### src/rtl/game_flow_ctrl_if.sv
// Button/event inputs and game-state outputs shared by the snake game flow controller.
interface game_flow_ctrl_if;
    logic       start_btn;
    logic       pause_btn;
    logic       collision;
    logic       good_collision;
    logic [1:0] mode;
    logic [1:0] state;
    logic [1:0] active_mode;
    logic       move_tick;
    logic [2:0] speed_level;
    logic       game_reset;

    modport master (
        output start_btn, pause_btn, collision, good_collision, mode,
        input  state, active_mode, move_tick, speed_level, game_reset
    );

    modport slave (
        input  start_btn, pause_btn, collision, good_collision, mode,
        output state, active_mode, move_tick, speed_level, game_reset
    );
endinterface

### src/rtl/game_flow_ctrl.sv
// Snake game sequencer: owns GAME_STATE, latches the game mode at start and
// generates the move strobe whose period shrinks as apples are eaten.
module game_flow_ctrl #(
    parameter int BASE_PERIOD      = 1000000,
    parameter int SPEED_STEP       = 100000,
    parameter int MAX_LEVEL        = 7,
    parameter int APPLES_PER_LEVEL = 4
) (
    input  logic             system_clk,
    input  logic             rst,
    game_flow_ctrl_if.slave  bus
);
    localparam int CNT_W = (BASE_PERIOD > 1) ? $clog2(BASE_PERIOD) : 1;
    localparam int AP_W  = $clog2(2 * APPLES_PER_LEVEL + 1);
    localparam logic [2:0] LVL_MAX = 3'(MAX_LEVEL);

    typedef enum logic [1:0] {
        RUN      = 2'b00,
        WAIT     = 2'b01,
        PAUSE    = 2'b10,
        END_GAME = 2'b11
    } state_t;

    typedef enum logic [1:0] {
        TWO_APPLE     = 2'b00,
        NORMAL_MODE   = 2'b01,
        WALL_SPAWN    = 2'b10,
        BORDER_CHANGE = 2'b11
    } mode_t;

    state_t            state_q, state_d;
    mode_t             mode_q, mode_d;
    logic              tick_q, tick_d;
    logic [2:0]        level_q, level_d;
    logic              greset_q, greset_d;
    logic [CNT_W-1:0]  cnt_q, cnt_d;
    logic [AP_W-1:0]   apple_q, apple_d;
    logic              start_q, pause_q;

    logic              start_rise, pause_rise;
    logic [31:0]       period;
    logic [AP_W-1:0]   thr;
    logic [AP_W-1:0]   apple_inc;

    assign start_rise = bus.start_btn & ~start_q;
    assign pause_rise = bus.pause_btn & ~pause_q;

    always_ff @(posedge system_clk or posedge rst) begin
        if (rst) begin
            state_q  <= WAIT;
            mode_q   <= NORMAL_MODE;
            tick_q   <= 1'b0;
            level_q  <= '0;
            greset_q <= 1'b0;
            cnt_q    <= '0;
            apple_q  <= '0;
            start_q  <= 1'b0;
            pause_q  <= 1'b0;
        end else begin
            state_q  <= state_d;
            mode_q   <= mode_d;
            tick_q   <= tick_d;
            level_q  <= level_d;
            greset_q <= greset_d;
            cnt_q    <= cnt_d;
            apple_q  <= apple_d;
            start_q  <= bus.start_btn;
            pause_q  <= bus.pause_btn;
        end
    end

    always_comb begin
        state_d   = state_q;
        mode_d    = mode_q;
        tick_d    = 1'b0;
        level_d   = level_q;
        greset_d  = 1'b0;
        cnt_d     = cnt_q;
        apple_d   = apple_q;
        period    = 32'(BASE_PERIOD) - 32'(level_q) * 32'(SPEED_STEP);
        thr       = (mode_q == TWO_APPLE) ? AP_W'(2 * APPLES_PER_LEVEL)
                                          : AP_W'(APPLES_PER_LEVEL);
        apple_inc = apple_q + 1'b1;

        case (state_q)
            WAIT: begin
                cnt_d = '0;
                if (start_rise) begin
                    state_d  = RUN;
                    greset_d = 1'b1;
                    mode_d   = mode_t'(bus.mode);
                    level_d  = '0;
                    apple_d  = '0;
                end
            end
            RUN: begin
                if (bus.collision) begin
                    state_d = END_GAME;
                    cnt_d   = '0;
                end else begin
                    // Apples still count on the edge that enters PAUSE.
                    if (bus.good_collision && mode_q != BORDER_CHANGE) begin
                        if (apple_inc >= thr) begin
                            apple_d = '0;
                            if (level_q != LVL_MAX)
                                level_d = level_q + 1'b1;
                        end else begin
                            apple_d = apple_inc;
                        end
                    end
                    // >= so a level-up shortening the period mid-count still fires.
                    if (pause_rise)
                        state_d = PAUSE;
                    else if (32'(cnt_q) >= period - 32'd1) begin
                        cnt_d  = '0;
                        tick_d = 1'b1;
                    end else begin
                        cnt_d = cnt_q + 1'b1;
                    end
                end
            end
            PAUSE: begin
                if (pause_rise)
                    state_d = RUN;
            end
            END_GAME: begin
                cnt_d = '0;
                if (start_rise)
                    state_d = WAIT;
            end
            default: state_d = WAIT;
        endcase
    end

    assign bus.state       = state_q;
    assign bus.active_mode = mode_q;
    assign bus.move_tick   = tick_q;
    assign bus.speed_level = level_q;
    assign bus.game_reset  = greset_q;
endmodule

### src/flat_wrapper.sv
// flat-port wrapper written by rule: the top's interface ports become plain ports
module game_flow_ctrl_flat 
#(
    parameter int BASE_PERIOD      = 1000000,
    parameter int SPEED_STEP       = 100000,
    parameter int MAX_LEVEL        = 7,
    parameter int APPLES_PER_LEVEL = 4
)
  (system_clk, rst, bus_start_btn, bus_pause_btn, bus_collision, bus_good_collision, bus_mode, bus_state, bus_active_mode, bus_move_tick, bus_speed_level, bus_game_reset);
  game_flow_ctrl_if bus_i ();
  input  logic system_clk;
  input  logic rst;
  input wire logic [$bits(bus_i.start_btn)-1:0] bus_start_btn;
  input wire logic [$bits(bus_i.pause_btn)-1:0] bus_pause_btn;
  input wire logic [$bits(bus_i.collision)-1:0] bus_collision;
  input wire logic [$bits(bus_i.good_collision)-1:0] bus_good_collision;
  input wire logic [$bits(bus_i.mode)-1:0] bus_mode;
  output wire logic [$bits(bus_i.state)-1:0] bus_state;
  output wire logic [$bits(bus_i.active_mode)-1:0] bus_active_mode;
  output wire logic [$bits(bus_i.move_tick)-1:0] bus_move_tick;
  output wire logic [$bits(bus_i.speed_level)-1:0] bus_speed_level;
  output wire logic [$bits(bus_i.game_reset)-1:0] bus_game_reset;
  assign bus_i.start_btn = bus_start_btn;
  assign bus_i.pause_btn = bus_pause_btn;
  assign bus_i.collision = bus_collision;
  assign bus_i.good_collision = bus_good_collision;
  assign bus_i.mode = bus_mode;
  assign bus_state = bus_i.state;
  assign bus_active_mode = bus_i.active_mode;
  assign bus_move_tick = bus_i.move_tick;
  assign bus_speed_level = bus_i.speed_level;
  assign bus_game_reset = bus_i.game_reset;
  game_flow_ctrl #(.BASE_PERIOD(BASE_PERIOD), .SPEED_STEP(SPEED_STEP), .MAX_LEVEL(MAX_LEVEL), .APPLES_PER_LEVEL(APPLES_PER_LEVEL)) u_core (.system_clk(system_clk), .rst(rst), .bus(bus_i));
endmodule
### config.mk
export PLATFORM = sky130hd
export DESIGN_NAME = game_flow_ctrl_flat
export DESIGN_NICKNAME = d
export VERILOG_FILES = /design/src/rtl/game_flow_ctrl_if.sv /design/src/rtl/game_flow_ctrl.sv /design/src/flat_wrapper.sv
export SDC_FILE = /design/constraint.sdc
export NUM_CORES = 1
export LEC_CHECK = 0
export BUFFER_PORTS_ARGS = -buffer_cell sky130_fd_sc_hd__buf_2
export CAP_MARGIN = 30
export CORE_MARGIN = 3
export CORE_UTILIZATION = 50
export DETAILED_ROUTE_END_ITERATION = 6
export PLACE_DENSITY = 0.72
export SYNTH_ARGS = -nofsm -noshare
export SYNTH_HDL_FRONTEND = slang
export SYNTH_SLANG_ARGS = --single-unit
### constraint.sdc
create_clock -name system_clk -period 11.8 [get_ports system_clk]
set_input_delay 1.18 -clock system_clk [delete_from_list [all_inputs] [get_ports system_clk]]
set_output_delay 1.18 -clock system_clk [all_outputs]
set_load 0.02 [all_outputs]
# == Yosys cells after proc, flatten, opt, wreduce, memory -nomap -nowiden ==
# Cells that the tools add are included.
# totals
inputBits,8
reg_bits,35
wordCells,74
# classes
n_addsub,5
n_mul,1
n_reduce_logical,11
eq_ne,14
n_mux,28
bitwise,4
order_cmp,2
# ops
operator,n
$mux 20,3
$pmux 20 s2,1
$ge 20x32->1,1
$sub 32x1->32 const B,1
$sub 20x20->21 const A,1
$add 20x1->20 const B,1
$mux 4,5
$mul 3x12->15 const B,1
$mux 3,5
$ne 2x1->1 const B,6
$mux 2,5
$pmux 2 s4,1
$pmux 4 s2,1
$reduce_and 4->1,2
$mux 1,6
$ne 3x3->1 const B,2
$pmux 3 s2,1
$reduce_and 6->1,1
$add 4x1->4 const B,1
$eq 2x2->1 const B,2
$ge 4x4->1,1
$logic_not 2->1,2
$ne 2x2->1 const B,2
$reduce_and 2->1,2
other kinds (8),11

# == Logic depth before layout (Yosys ltp) ==
# logic_depth
word_depth,8
depth_mapped,23
mapped_depth_nobuf,20

# == Least setup slack after synthesis ==
# Ideal clock, no wire load.
# synth_timing
path_type,register to register
from,register u_core.level_q[1] (netlist: u_core.bus.speed_level[1])
to,register u_core.cnt_q[14]
setup_ps,121
t_required_ps,11679
arrival_time_ps,4606
path_stages_with_launch,24
path_slack_ps,7073
cell_sequence,dfrtp_1 > buf_6 > inv_1 > ha_1 > inv_1 > ha_1 > ha_1 > or2_2 > clkbuf_1 > o211a_1 > o221ai_2 > o21ai_0 > nand2_1 > xnor2_1 > ha_1 > a21oi_1 > o21a_1 > a21boi_0 > a211oi_1 > nor2_1 > nor3_4 > buf_6 > o21ai_1 > a22o_1
# synth_via
elab_chain_len,8
# synth_lines
element,line_no,text
from (decl),game_flow_ctrl.sv:34,"logic [2:0] level_q, level_d;"
from (signal assigned),game_flow_ctrl.sv:63,level_q <= level_d;
$mul 3x12->15,game_flow_ctrl.sv:80,period = 32'(BASE_PERIOD) - 32'(level_q) * 32'(SPEED_STEP);
$sub 20x20->21,game_flow_ctrl.sv:80,
$sub 32x1->32,game_flow_ctrl.sv:114,else if (32'(cnt_q) >= period - 32'd1) begin
$ge 20x32->1,game_flow_ctrl.sv:114,
$mux 20,game_flow_ctrl.sv:114,
$mux 20,game_flow_ctrl.sv:112,if (pause_rise)
$mux 20,game_flow_ctrl.sv:97,if (bus.collision) begin
$pmux 20 s2,game_flow_ctrl.sv:85,case (state_q)
to (signal assigned),game_flow_ctrl.sv:65,cnt_q <= cnt_d;
to (decl),game_flow_ctrl.sv:36,"logic [CNT_W-1:0] cnt_q, cnt_d;"
# Every way passes these cells. The select of a mux whose other input is x is not followed.
# A chain may end at the register's enable or synchronous reset.

# == Worst setup path in the final report ==
# layout_timing
from,register u_core.level_q[0] (netlist: u_core.bus.speed_level[0])
to,register u_core.cnt_q[7]
# Same word-level chain as after synthesis.

==> qor.yml <==
power.density_mw_per_mm2: 269
final_cell_mix: "39 x nand2_1, 37 x ha_1, 33 x dfrtp_1, 24 x o21ai_0, 20 x nor2_1"
synthesis.area_sq_mm: 0.00330
die_w_um: 87.3
cts.repair.resized: 0
final.setup.tns_ps: 0
drive_gt1_frac: 0.139
endpoint_kind: "register"
diodes: 0
relSlewSlack: 0.507
required_ps: 11980
syn_nets: 420
hold_depth: 2
tightest_slew_ps: 737
power.total_w: 0.000947
p_leak_nw: 1.66
status: "complete, no violations"
synth_top_family_by_area: "simple AND/OR/NAND/NOR gates"
period_share: 0.477
crit_fanout: 18
synth_cell_types: 68
cts-root-buf: "clkbuf_8"
synth-simple-area-share: 0.231
met1_usage: 0.289
final_common_cell: "nand2_1"
vias: 2730
vdd_ir_drop_max_mv: 0.192
dieArea_sq_mm: 0.00762
slowest_stage: "dfrtp_1"
routed_via_density: 5.90
die_h_um: 87.3
drc: 0
hold_path.class: "reg2reg"
ys_warn_count: 0
path_cells: "inv_1 -> ha_1 -> xor2_4 -> xnor2_2 -> nor4b_2 -> o221ai_2 -> o21ai_0 -> nand2_1 -> xnor2_1 -> ha_1 -> a21oi_1 -> o21a_1 -> a21boi_0 -> a211oi_1 -> nor2_1 -> nor3_4 -> o21ai_0 -> a22o_1"
core-area_sq_mm: 0.00617
use_met3: 0.0284
htreeDepth: 2
final_util: 0.571
synth_seq_cells: 35
finalSetupViolCount: 0
hold_buffers: 0
reg2reg_slack_ps: 6170
synth_xor_area_frac: 0.0811
clkSinkCount: 35
rsz0062_at_grt: "false"
crit_path_start_kind: "register"
cts.clk_slew.worst_paths_ps: 70
drt_iter0_markers: 138
grt_overflow_total: 0
first_pass_iters: 4
skew_ps: 3.33
insertion_delay_ps: 290
slew_viol_final: 0
wl_per_cell_um: 15.2
hold_viol: 0
grt_pass1_wl_mm: 12.3
cts_made_buffers: 5
synthArstFlopShare: 1.00
grt.met2_usage: 0.308
clock_path_buffers: 2
gp_congestion: 0.817
io_pins: 17
cts_setup_buffers: 0
top_usage_layer: "met2"
portBuffers: 16
slowest_delay_ps: 780
final_nets: 432
antenna_found_initial: 0
synthFlopType: "dfrtp_1"
worstSetupPathType: "reg2reg"
cts_tree: "done"
grt_pass1_vias: 2593
period_needed_ps: 5630
arrival_ps: 5810
hpwl_mm: 5.37
synth_compound_area_frac: 0.219
syn_inst: 375
grtUsageTotal: 0.201
syn_area_per_cell_sq_um: 8.81
area_growth_pct: 6.59
initial_core_util: 0.536
synthMuxAreaShare: 0.0159
rows: 28
synth_edf_count: 0
r2r_cells: 18
seq_area_frac_synth: 0.266
fmax_mhz: 178
finalWirelength_mm: 7.02
synth_adder_area_share: 0.140
ant_nets: 0
max-cap-violations: 0
grt_max_degree: 36
worst max-delay path, delay by kind of cell, from the launching register on:
kind | cells | cell delay, ps
adder cells (fa/ha/maj) | 2 | 850
flip-flops | 1 | 780
XOR/XNOR | 3 | 690
AND/OR/NAND/NOR | 4 | 1270
buffers and inverters | 1 | 330
AO/OA/AOI/OAI | 8 | 1590
area by class of cell:
type,instances,area [sq um]
Sequential cell,35,878
Clock buffer,6,82.6
Clock inverter,2,35.0
Timing Repair Buffer,18,95.1
Fill cell,549,2650
Inverter,18,67.6
Tap cell,75,93.8
Multi-Input combinational cell,309,2270
cells by family (layout without fill, tap and decap cells):
logic type / count (synthesis) / count (layout)
flip-flops: 35 / 35
buffers and inverters: 31 / 44
AND/OR/NAND/NOR: 138 / 138
XOR/XNOR: 25 / 25
multiplexers: 5 / 5
adder cells (fa/ha/maj): 37 / 37
AO/OA/AOI/OAI: 104 / 104
cells in the mapped netlist (all sizes together) (3+ instances only):
master | number | area [sq um]
a211oi | 4 | 30.0
a21oi | 19 | 103
a22o | 17 | 149
a31oi | 3 | 18.8
and3 | 10 | 62.6
and4 | 3 | 28.8
buf | 8 | 68.8
clkbuf | 5 | 20.0
dfrtp | 33 | 826
ha | 37 | 463
inv | 18 | 67.6
mux2i | 3 | 30.0
nand2 | 40 | 158
nand3 | 15 | 75.1
nand3b | 4 | 30.0
nor2 | 21 | 86.3
nor2b | 15 | 93.8
nor3 | 10 | 66.3
o21ai | 33 | 169
o22ai | 3 | 18.8
o31ai | 3 | 22.5
or2 | 5 | 31.3
or3 | 4 | 30.0
xnor2 | 18 | 188
xor2 | 7 | 80.1
power by group:
group          switching (W)  internal, W
Combinational       0.000398     0.000263
Sequential         0.0000335     0.000140
Clock              0.0000443    0.0000684
flip-flops by register name, summed over array words and instances (netlist names):
| register | flops |
|---|---|
| u_core.apple_q | 4 |
| u_core.bus.active_mode | 2 |
| u_core.bus.game_reset | 1 |
| u_core.bus.move_tick | 1 |
| u_core.bus.speed_level | 3 |
| u_core.bus.state | 2 |
| u_core.cnt_q | 20 |
| u_core.pause_q | 1 |
| u_core.start_q | 1 |
per-layer routing:
layer  share of wire  vias to the layer above
met2            0.45                       62
li1                -                     1387
met5               0                        -
met4           0.019                        0
met3           0.035                       10
met1            0.50                     1271
metrics by stage:
stage          instance area [sq um]  hold slack [ps]  setup slack (ps)  std cells
2_1_floorplan                   3300              490              7070        375
3_3_place_gp                    3400              493              6320        454
3_5_place_dp                    3400              498              6220        455
4_1_cts                         3520              507              6190        463
5_1_grt                         3520              535              5750        463
6_report                        3520              503              6170        463
path summary, 6_finish.rpt:
kind,start,end
worst max-delay path,u_core.bus.speed_level[0]$_DFFE_PP0P_,u_core.cnt_q[7]$_DFFE_PP0P_
worst min-delay path,u_core.bus.state[0]$_DFFE_PP1P_,u_core.bus.state[0]$_DFFE_PP1P_
worst max register to register,u_core.bus.speed_level[0]$_DFFE_PP0P_,u_core.cnt_q[7]$_DFFE_PP0P_
worst min register to register,u_core.bus.state[0]$_DFFE_PP1P_,u_core.bus.state[0]$_DFFE_PP1P_
max in group asynchronous,rst,u_core.bus.state[0]$_DFFE_PP1P_
min in group asynchronous,rst,u_core.cnt_q[7]$_DFFE_PP0P_
Note: power is estimated with default switching activity, not from simulation.
